## src/rtl/golden_nonce_queue.sv

```systemverilog
// golden_nonce_queue: latency-corrected golden-nonce FIFO with a host read handshake.
// `define NONCE_DEDUP_EN to drop a nonce equal to the last accepted one.
module golden_nonce_queue #(
    parameter int          DEPTH        = 8,
    parameter logic [31:0] NONCE_OFFSET = 32'd0,
    parameter logic [31:0] EMPTY_VALUE  = 32'hFFFFFFFF
) (
    input  logic                     hash_clk,
    input  logic                     rst,
    input  logic                     rx_new_nonce,
    input  logic [31:0]              rx_golden_nonce,
    input  logic                     flush,
    input  logic                     rd_req,
    output logic [31:0]              rd_data,
    output logic                     rd_valid,
    output logic [$clog2(DEPTH):0]   count,
    output logic                     empty,
    output logic                     full,
    output logic [15:0]              overflow_cnt
);
    localparam int AW = $clog2(DEPTH);
    localparam logic [AW:0] FULL_CNT = (AW+1)'(DEPTH);
    typedef enum logic {IDLE, RESP} state_t;
    state_t state;
    logic [31:0] mem [DEPTH];
    logic [AW-1:0] wr_ptr, rd_ptr;
    logic [31:0] adj;
    logic dup, do_pop, do_push, drop;
`ifdef NONCE_DEDUP_EN
    logic        last_valid;
    logic [31:0] last_nonce;
`endif
    always_comb begin
        adj = rx_golden_nonce - NONCE_OFFSET;
`ifdef NONCE_DEDUP_EN
        dup = last_valid && adj == last_nonce;
`else
        dup = 1'b0;
`endif
        empty = count == '0;
        full = count == FULL_CNT;
        do_pop = rd_req && !empty && !flush;
        // a same-cycle pop frees the slot, so a full queue still accepts the write
        do_push = rx_new_nonce && !flush && !dup && (!full || rd_req);
        drop = rx_new_nonce && !flush && !dup && full && !rd_req;
    end
    assign rd_valid = state == RESP;
    always_ff @(posedge hash_clk)
        if (do_push) mem[wr_ptr] <= adj;
    always_ff @(posedge hash_clk) begin
        if (rst) begin
            state <= IDLE;
            wr_ptr <= '0;
            rd_ptr <= '0;
            count <= '0;
            rd_data <= EMPTY_VALUE;
            overflow_cnt <= '0;
        end else begin
            state <= rd_req ? RESP : IDLE;
            if (rd_req) rd_data <= do_pop ? mem[rd_ptr] : EMPTY_VALUE;
            if (flush) begin
                wr_ptr <= '0;
                rd_ptr <= '0;
                count <= '0;
            end else begin
                if (do_push) wr_ptr <= wr_ptr + 1'b1;
                if (do_pop) rd_ptr <= rd_ptr + 1'b1;
                count <= count + (AW+1)'(do_push) - (AW+1)'(do_pop);
            end
            if (drop && overflow_cnt != 16'hFFFF) overflow_cnt <= overflow_cnt + 16'd1;
        end
    end
`ifdef NONCE_DEDUP_EN
    always_ff @(posedge hash_clk) begin
        if (rst || flush) last_valid <= 1'b0;
        else if (do_push) begin
            last_valid <= 1'b1;
            last_nonce <= adj;
        end
    end
`endif
endmodule
```

## config.mk

```make
export PLATFORM = sky130hd
export DESIGN_NAME = golden_nonce_queue
export DESIGN_NICKNAME = d
export VERILOG_FILES = /design/src/rtl/golden_nonce_queue.sv
export SDC_FILE = /design/constraint.sdc
export NUM_CORES = 1
export LEC_CHECK = 0
export BUFFER_PORTS_ARGS = -buffer_cell sky130_fd_sc_hd__clkbuf_2
export CORE_AREA = 10 10 135 230
export DETAILED_ROUTE_END_ITERATION = 16
export DIE_AREA = 0 0 145 240
export PLACE_DENSITY_LB_ADDON = 0.12
export SLEW_MARGIN = 20
export SYNTH_ARGS = -nofsm -noshare
export SYNTH_HDL_FRONTEND = slang
export SYNTH_SLANG_ARGS = --single-unit
```

## constraint.sdc

```tcl
create_clock -name hash_clk -period 4.8 [get_ports hash_clk]
set_clock_uncertainty 0.2 [all_clocks]
set_input_delay 1.2 -clock hash_clk [delete_from_list [all_inputs] [get_ports hash_clk]]
set_output_delay 1.2 -clock hash_clk [all_outputs]
set_load 0.01 [all_outputs]
```

Word-level counts from Yosys, hierarchy flattened

Memories as Yosys holds them, arrays and structs flattened. A register that Yosys moved wholly into a read port is not among the register bits.
Index checks and enable logic that the tools add are counted.

Register bits after elaboration: 59
Bits in writable memories: 256
Logic and storage cells: 34
Memories kept: 1

Memories:

| memory | depth | bits a word | read ports | clocked after Yosys merged registers in | wr ports | line | text |
|---|---|---|---|---|---|---|---|
| mem    | 8     | 32          | 1          | 1                                       | 1        | 25   | `logic [31:0] mem [DEPTH];` |

$add $sub $neg: 5
Equal/unequal tests: 2
Mux-type cells: 6
Reduce and logical (&&, ||, !) cells: 14

Operator list:

| kind                                                             | number |
|---|---|
| 32-bit 2-to-1 mux                                                | 1 |
| 16-bit by 1-bit adder with 16-bit output (second input constant) | 1 |
| 16-bit != test (second input constant)                           | 1 |
| 1-bit logical AND                                                | 7 |
| 3-bit by 1-bit adder with 3-bit output (second input constant)   | 2 |
| 3-bit 2-to-1 mux                                                 | 2 |
| 4-bit by 1-bit adder with 4-bit output                           | 1 |
| 4-bit equality test (second input constant)                      | 1 |
| 1-bit logical NOT                                                | 4 |
| 4-bit logical NOT                                                | 1 |
| 4-bit by 1-bit subtractor with 4-bit output                      | 1 |
| 1-bit 2-to-1 mux                                                 | 3 |
| 2-bit OR reduction                                               | 1 |
| 1-bit logical OR                                                 | 1 |

Depth between registers and ports, before layout

Gate-level depths: netlist (run 1).

Word-level depth: 6
Gate-level depth with buffers: 12
Depth with buffers taken out: 12

Worst setup path after synthesis (run 1)

OpenSTA, ideal clock, no wires.

Kind: input-to-reg
Start point: input rd_req
End point: memory mem[0][0] (enable)
Library setup time: 0.461 ns
Arrival: 4.095 ns
Required time: 4.139 ns
Setup slack: 0.044 ns
Stages: 4
Path buffers: 0
Path through: nor4b_4 > nor3b_1 > nand2b_1 > nor3_1

Longest elaborated chain between the ends: 4

Ends and longest elaborated chain:

| element                                | line | text |
|---|---|---|
| start, declared                        | 13   | `input logic rd_req,` |
| 1-bit logical OR                       | 44   | `do_push = rx_new_nonce && !flush && !dup && (!full \|\| rd_req);` |
| 1-bit logical AND                      | 44   |  |
| 1-bit 2-to-1 mux                       | 49   | `if (do_push) mem[wr_ptr] <= adj;` |
| 1-bit 2-to-1 mux (not written as such) | 49   |  |
| end, declared                          | 25   |  |

Every way passes these cells.

Worst setup path in the final report (run 1)

Start point: input rd_req
End point: memory mem[2][0] (enable)

Same word-level chain as after synthesis.

==> reports/summary.txt, run 1 <==
period utilisation layout: 64.3%
H-tree depth: 1
post-route cell area: 14000 sq um
vias per cell: 5.20
Post-DP Area: 13000 sq um
Nets: 799
Gate Count Post-Synth: 647
# hold bufs at CTS: 0
Synth Net Count: 694
Pwr per Cell Area: 395 nW/um^2
WL/cell: 21.3 um
Setup Fix Bufs, Post-CTS: 0
Hold Crit Class: reg2reg
initial antenna violation count: 0
Num CTS Buffers: 30
sequential element share of the synthesized area: 74.0%
Clk pwr share: 42.6%
Yosys cell types: 41
cts repair resizes: 0
RSZ-0062 raised after global routing: false
Fin Setup TNS: 0 ns
die span in x: 145 um
Core Region: 27100 sq um
area grow syn2layout: 16.0%
clk_lat worst skew: 0.55 ns
DIE AREA: 34800 sq um
fin crit period: 3.09 ns
sequential share of power: 54.5%
die height: 240 um
cell taking the most area after synthesis: edfxtp_1
TritonCTS clock tree: done
GRT overflow: 0
Residual DRC: 0
clk root buf: clkbuf_16
Yosys top cell area share: 63.7%
maximum clock rate: 324 MHz
Slew Viols, Final: 0
Antenna Nets Post-Route: 0
Lkg Pwr: 4.47 nW
share of layout cells above drive strength 1: 30.5%
Req. time, crit path: 4.78 ns
Gate power share: 3.0%
Data arrival, critical path: 3.07 ns
n_diodes: 0
DPL Wire Length: 14.9 mm
I/O Pins: 92
Synth area leaders: edfxtp_1, mux4_2, dfxtp_1
CTS sink cnt: 318
Detailed Routing Iterations Pass 1: 4
ys flop type: edfxtp_1
pin count of the biggest net entering global routing: 65
kind of end point of the critical path: flip-flop
Avg Cell Area, Syn: 18.6 sq um
Max Buffers Root-to-Sink: 3
CTS clock-pin slew for the worst setup and hold paths: 0.06 ns
most frequent cells in the layout: edfxtp_1, clkbuf_2, mux4_2
Initial Util: 44.5%
Placer Congestion: 0.760
max_cap viols: 0
Sw Pwr: 1.08 mW
Post-Route WL: 24.4 mm
final std cells w/o fill: 1143
PortBufs: 91
EDFF count, synth: 256
Std-Cell Rows: 80
all-layer global routing usage: 13.9%
Switching Share: 19.5%
vias in the first global route: 6429
status: finished clean
Hold Fails Final Rpt: 0
CP max FO: 32
ys async rst share: 0%
most common library cell in the layout ignoring fill and taps: edfxtp_1
mapped cell area: 12100 sq um
placed cell count: 1089
first-pass GRT wire length: 37.8 mm
Least-Margin Pin Slew: 1.02 ns
Initial DRC Count: 286
Rel. slew slack: 32.1%
DR vias: 5949
Pint: 4.46 mW
Synth warnings: 0
critical path type: in2reg
Peak VDD IR: 0.305 mV
kind of start point of the critical path: input pin
#FFs+latches synth: 318
Final setup viols: 0
==> synthesized netlist by cell type, types with 3 or more instances <==
cell        n
edfxtp_1  256
nor2_1     67
mux4_2     64
dfxtp_1    62
a21oi_1    36
mux2i_1    35
clkbuf_1   15
xnor2_1    13
inv_1      11
buf_2      10
nand2_1    10
ha_1        9
nand3_1     7
buf_1       5
nor3_1      5
nand2b_1    4
a211oi_1    3
nor3b_1     3
xor2_1      3
==> power groups by stage <==
stage / registers, mW / clock network [mW] / logic (mW)
finish: 3.01 / 2.36 / 0.164
global route: 3.01 / 2.54 / 0.181
CTS: 3.01 / 2.43 / 0.170
detailed placement: 3.07 / 0 / 0.169
global placement: 3.07 / 0 / 0.163
floorplan: 3.07 / 0 / 0.0890
==> logic make-up after synthesis <==
| kind of cell | share of synthesized area, % |
|---|---|
| and+or+nand+nor | 4.86 |
| DFF | 74.0 |
| xor gates and xnor gates | 1.16 |
| muxes | 15.0 |
| AOI/OAI and AO/OA | 2.36 |
| buffers and inverters | 1.47 |
| adders and majority gates | 1.10 |
==> per-layer routing <==
layer | GRT usage, % | up-vias | share of wire [%]
met2 | 26.0 | 132 | 55
met5 | 0 | - | 0
li1 | - | 2748 | -
met3 | 2.52 | 39 | 4.7
met4 | 4.78 | 0 | 2.3
met1 | 15.5 | 3030 | 38
==> final cells by class <==
cell class,instances,area [sq um]
flip-flops and latches,318,8940
well taps,369,462
repair buffers,104,553
clock inverters,16,179
fillers,2200,13100
inverters,11,41.3
clock buffers,38,802
multi-input cells,287,3020
==> sequential cells by signal, summed over array words and instances, names as in the netlist, named ones only <==
| register | cells |
|---|---|
| rd_ptr | 3 |
| count | 4 |
| wr_ptr | 3 |
| mem | 256 |
| rd_data | 32 |
| overflow_cnt | 16 |
| rd_valid | 1 |
==> worst max-delay path: stages <==
cell	delay (ns)
clkbuf_2	0.14
nor4b_4	0.06
nor3b_1	0.60
nand2b_1	0.39
nor2_4	0.15
buf_4	0.51
==> path summary, 6_finish.rpt <==
| path | startpoint | end | slack (ns) | cells past startpoint |
|---|---|---|---|---|
| worst max-delay path | rd_req | mem[2][0]$_DFFE_PP_ | 1.71 | 6 |
| worst min-delay path | rd_data[20]$_SDFFE_PP1P_ | rd_data[20]$_SDFFE_PP1P_ | 0.28 | 2 |
| worst max register to register | count[2]$_SDFF_PP0_ | mem[2][0]$_DFFE_PP_ | 1.78 | 7 |
| worst min register to register | rd_data[20]$_SDFFE_PP1P_ | rd_data[20]$_SDFFE_PP1P_ | 0.28 | 2 |
==> per-stage QoR <==
stage	util, %	total power, mW	setup WS [ns]	hold WS (ns)
floorplan	-	3.16	0.0444	0.258
global route	51.6	5.73	1.52	0.307
global placement	48.0	3.23	1.19	0.272
finish	51.6	5.53	1.71	0.284
CTS	51.6	5.61	1.69	0.289
detailed placement	48.0	3.24	1.12	0.277
No activity file was read; power rests on OpenSTA's default activity.
==> run 2, diff against run 1 <==
==> constraint.sdc (replaced) <==
create_clock -name hash_clk -period 3.02 [get_ports hash_clk]
set_clock_uncertainty 0.2 [all_clocks]
set_input_delay 0.755 -clock hash_clk [delete_from_list [all_inputs] [get_ports hash_clk]]
set_output_delay 0.755 -clock hash_clk [all_outputs]
set_load 0.01 [all_outputs]
==> run 2 against run 1 <==
Effect of this change:
- worst hold slack improved by 0.0031 ns
- cell count increased by 1.6%
- combinational power increased by 68%
- utilization increased by 0.88 points
- worst setup slack got worse by 1.3 ns
- critical path depth increased by 5
- die area unchanged
- first-iteration DRC count decreased by 5.9%
- register-to-register slack got worse by 1.4 ns
==> reports/summary.txt, run 2 (synthesis gave the netlist of run 1 again) <==
DR vias: 6081
WL/cell: 21.6 um
GRT overflow: 0
Req. time, crit path: 3.25 ns
kind of start point of the critical path: flip-flop
DPL Wire Length: 16.2 mm
Std-Cell Rows: 80
share of layout cells above drive strength 1: 33.0%
CP max FO: 3
Final setup viols: 0
Post-DP Area: 13300 sq um
Max Buffers Root-to-Sink: 3
TritonCTS clock tree: done
Slew Viols, Final: 0
CP max stage delay: 0.39 ns
all-layer global routing usage: 14.4%
# hold bufs at CTS: 0
maximum clock rate: 379 MHz
most common library cell in the layout ignoring fill and taps: edfxtp_1
clk_lat worst skew: 0.55 ns
Lkg Pwr: 4.59 nW
Storage cell area: 8940 sq um
Initial Util: 44.5%
DIE AREA: 34800 sq um
most frequent cells in the layout: edfxtp_1, clkbuf_2, mux4_2
cts repair resizes: 0
Rel. slew slack: 41.5%
pre-CTS setup slack: 0.177 ns
worst-path cell chain: inv_1 > ha_1 > nor4b_4 > nor3b_1 > inv_1 > ha_1 > inv_1 > ha_1 > fa_1 > xnor2_1 > nor2_1
I/O Pins: 92
Post-Route WL: 25.0 mm
footprint of the multi-input gates: 3030 sq um
Num CTS Buffers: 29
CTS clock-pin slew for the worst setup and hold paths: 0.07 ns
kind of end point of the critical path: flip-flop
Fin Setup TNS: 0 ns
Setup Fix Bufs, Post-CTS: 0
total power: 8.82 mW
initial antenna violation count: 0
vias per cell: 5.24
Peak VDD IR: 0.475 mV
Data arrival, critical path: 2.87 ns
Min Hold Slack: 0.287 ns
Least-Margin Pin Slew: 0.877 ns
critical path type: reg2reg
Hold Crit Class: reg2reg
Placer Congestion: 0.803
area grow syn2layout: 18.0%
Biggest register: mem
CTS sink cnt: 318
pin count of the biggest net entering global routing: 33
Antenna Nets Post-Route: 0
setup ws final: 0.384 ns
Hold Fails Final Rpt: 0
CP max-delay cell: fa_1
die span in x: 145 um
Residual DRC: 0
fin crit period: 2.64 ns
top flop regs: mem: 256 flops, rd_data: 32 flops, overflow_cnt: 16 flops
RSZ-0062 raised after global routing: false
max_cap viols: 0
Pwr per Cell Area: 619 nW/um^2
PortBufs: 91
Detailed Routing Iterations Pass 1: 4
n_diodes: 0
critical path's top delay family: adder cells
first-pass GRT wire length: 39.2 mm
Largest register FFs: 256
post-route cell area: 14200 sq um
vias in the first global route: 6604
Initial DRC Count: 269
period utilisation layout: 87.3%
status: finished clean
critical path buffer and inverter count: 3
Core Region: 27100 sq um
H-tree depth: 1
die height: 240 um
clk root buf: clkbuf_16
fill count: 2164
Nets: 817
run 2: cell types whose count changed in the layout (fill, tap and decap cells not counted), moves of 2 or more:
| cell | change |
|---|---|
| buf_4 | +12 |
| clkbuf_1 | -3 |
| clkinv_2 | +7 |
| nor3_4 | +2 |
| clkinv_1 | -5 |
| nor3_2 | -2 |
| buf_12 | +7 |
| clkbuf_16 | -2 |
run 2: power by group:
part,switching (mW),internal [mW],total [mW]
clock network,1.54,2.21,3.76
logic,0.162,0.113,0.275
registers,0.0205,4.77,4.79
run 2: worst paths after layout:
| check | startpoint | to | slack, ns | depth (start not counted) |
|---|---|---|---|---|
| max | count[2]$_SDFF_PP0_ | count[2]$_SDFF_PP0_ | 0.38 | 11 |
| min | rd_data[12]$_SDFFE_PP1P_ | rd_data[12]$_SDFFE_PP1P_ | 0.29 | 2 |
| max reg2reg | count[2]$_SDFF_PP0_ | count[2]$_SDFF_PP0_ | 0.38 | 11 |
| min reg2reg | rd_data[12]$_SDFFE_PP1P_ | rd_data[12]$_SDFFE_PP1P_ | 0.29 | 2 |
run 2: layout make-up:
class,instances,share of cell area (%)
clock inverters,19,1.58
inverters,11,0.290
flip-flops and latches,318,62.8
clock buffers,34,5.30
multi-input cells,287,21.3
repair buffers,123,5.50
well taps,369,3.24
run 2: per-stage QoR:
step	utilization, %	std cells
3_3_place_gp	48.9	1108
2_1_floorplan	-	647
4_1_cts	52.5	1161
3_5_place_dp	48.9	1108
6_report	52.5	1161
5_1_grt	52.5	1161
run 2: layer usage:
layer / vias to the layer above / global-route usage [%] / wire length (um)
met5: - / 0 / 0
met4: 0 / 3.98 / 388
met3: 26 / 2.71 / 973
met2: 116 / 26.5 / 13800
met1: 3157 / 16.7 / 9900
li1: 2782 / - / -
run 2: worst register-to-register path: cells and delay by family, from the launching register on:
kind	cells	cell delay, ns
xor gates and xnor gates	1	0.16
and+or+nand+nor	3	0.49
adders and majority gates	4	1.10
buffers and inverters	3	0.24
DFF	1	0.33
==> run 3, diff against run 2 <==
==> constraint.sdc (replaced) <==
create_clock -name hash_clk -period 3.02 [get_ports hash_clk]
set_clock_uncertainty 0.2 [all_clocks]
set_input_delay 0.302 -clock hash_clk [delete_from_list [all_inputs] [get_ports hash_clk]]
set_output_delay 0.302 -clock hash_clk [all_outputs]
set_load 0.01 [all_outputs]
==> run 3 against run 2 <==
Effect of this change:
- count of clock-buffer cells in the layout rose by 4
- highest routed layer unchanged
- sequential cell count stayed put
- largest cell class unchanged
- critical path depth down 3
- sequential power is essentially flat
- clock power is 2% lower
==> reports/summary.txt, run 3 (synthesis gave the netlist of run 1 again) <==
status: finished clean
Nets: 847
initial antenna violation count: 1
sequential share of power: 54.6%
setup ws final: 0.306 ns
Req. time, crit path: 3.03 ns
Peak VDD IR: 0.421 mV
Max Buffers Root-to-Sink: 3
clk root buf: clkbuf_16
cts repair resizes: 0
critical path buffer and inverter count: 3
worst-path cell chain: inv_1 > ha_1 > nor4b_4 > nor3b_1 > buf_4 > nand2b_1 > nor3_4 > buf_4
vias per cell: 5.17
fin crit period: 2.71 ns
Placer Congestion: 0.783
DPL Wire Length: 15.8 mm
CTS clock-pin slew for the worst setup and hold paths: 0.07 ns
Core Region: 27100 sq um
# hold bufs at CTS: 34
share of layout cells above drive strength 1: 30.4%
die span in x: 145 um
H-tree depth: 1
Initial DRC Count: 332
RSZ-0062 raised after global routing: false
CP max stage delay: 0.38 ns
Post-Route WL: 24.9 mm
I/O Pins: 92
Slew Viols, Final: 0
DIE AREA: 34800 sq um
pre-CTS setup slack: 0.276 ns
Hold Crit Class: in2reg
max_cap viols: 0
critical path type: reg2reg
Gate power share: 3.5%
CTS sink cnt: 318
Pwr per Cell Area: 606 nW/um^2
GRT overflow: 0
Num CTS Buffers: 29
Pint: 7.02 mW
Final setup viols: 0
CP max-delay cell: buf_4
Detailed Routing Iterations Pass 1: 6
Std-Cell Rows: 80
maximum clock rate: 369 MHz
clk_lat worst skew: 0.56 ns
first-pass GRT wire length: 38.9 mm
final std cells w/o fill: 1192
most frequent cells in the layout: edfxtp_1, clkbuf_2, mux4_2
PortBufs: 91
all-layer global routing usage: 14.2%
Switching Share: 19.9%
Biggest register: mem
vias in the first global route: 6726
Setup Fix Bufs, Post-CTS: 0
die height: 240 um
Storage cell area: 8940 sq um
Hold Fails Final Rpt: 0
CP max FO: 21
most common library cell in the layout ignoring fill and taps: edfxtp_1
Clk pwr share: 41.9%
fill count: 2152
Lkg Pwr: 4.68 nW
post-route cell area: 14500 sq um
placed cell count: 1104
kind of start point of the critical path: flip-flop
top flop regs: mem: 256 flops, rd_data: 32 flops, overflow_cnt: 16 flops
footprint of the multi-input gates: 3030 sq um
kind of end point of the critical path: flip-flop
Residual DRC: 0
period utilisation layout: 89.9%
Post-DP Area: 13200 sq um
Data arrival, critical path: 2.72 ns
Initial Util: 44.5%
Largest register FFs: 256
critical path's top delay family: simple AND/OR/NAND/NOR gates
Rel. slew slack: 58.5%
WL/cell: 20.9 um
Top cell by count, worst path: buf_4
area grow syn2layout: 19.9%
TritonCTS clock tree: done
DR vias: 6163
pin count of the biggest net entering global routing: 34
Antenna Nets Post-Route: 0
Least-Margin Pin Slew: 0.622 ns
Sw Pwr: 1.74 mW
## run 3: cell types whose count changed in the layout (fill, tap and decap cells not counted), sizes merged
cell	change
clkbuf	+4
clkinvlp	-1
dlygate4sd3	+34
bufinv	-1
buf	-4
diode	+1
clkinv	-4
inv	+2
## run 3: layout make-up
type / count / share of cell area [%]
antenna: 1 / 0.0173
clock buffer: 38 / 5.25
clock inverter: 15 / 1.25
inverter: 11 / 0.286
multi-input combinational: 287 / 21.0
sequential: 318 / 61.8
tap: 369 / 3.19
timing repair buffer: 153 / 7.22
## run 3: worst paths after layout
path                                 start                           end  slack [ns]  depth (start not counted)
setup reg to reg       count[2]$_SDFF_PP0_           mem[0][5]$_DFFE_PP_        0.31                          8
setup / recovery       count[2]$_SDFF_PP0_           mem[0][5]$_DFFE_PP_        0.31                          8
hold reg to reg   rd_data[12]$_SDFFE_PP1P_      rd_data[12]$_SDFFE_PP1P_        0.29                          2
hold / removal                         rst  overflow_cnt[9]$_SDFFE_PP0P_       0.008                          2
## run 3: per-layer routing
metal	global-route usage [%]	vias to the layer above	routed length (um)	part of all wire, %
li1	-	2840	-	-
met1	16.6	3189	10000	40
met2	26.2	106	13600	55
met3	2.13	28	909	3.6
met4	4.19	0	410	1.6
met5	0	-	0	0
## run 3: worst register-to-register path, stage by stage (launching register included)
cell and delay [ns]:
dfxtp_1 0.34, inv_1 0.07, ha_1 0.21, nor4b_4 0.14, nor3b_1 0.34, buf_4 0.21, nand2b_1 0.25, nor3_4 0.22
buf_4 0.38
## run 3: power by group through the flow
stage	combinational, mW	sequential, mW	clock (mW)
2_1_floorplan	0.142	4.88	0
3_3_place_gp	0.269	4.88	0
3_5_place_dp	0.278	4.88	0
4_1_cts	0.314	4.79	3.77
5_1_grt	0.337	4.79	3.95
6_report	0.305	4.79	3.67
## run 3: through the flow
step           hold slack [ns]  utilization (%)  setup TNS, ns  power, mW
2_1_floorplan            0.201                -         -96.84       5.02
3_3_place_gp             0.272             48.6              0       5.15
3_5_place_dp             0.281             48.6              0       5.16
4_1_cts                0.00124             53.3              0       8.87
5_1_grt                 0.0309             53.3              0       9.08
6_report               0.00831             53.3              0       8.77
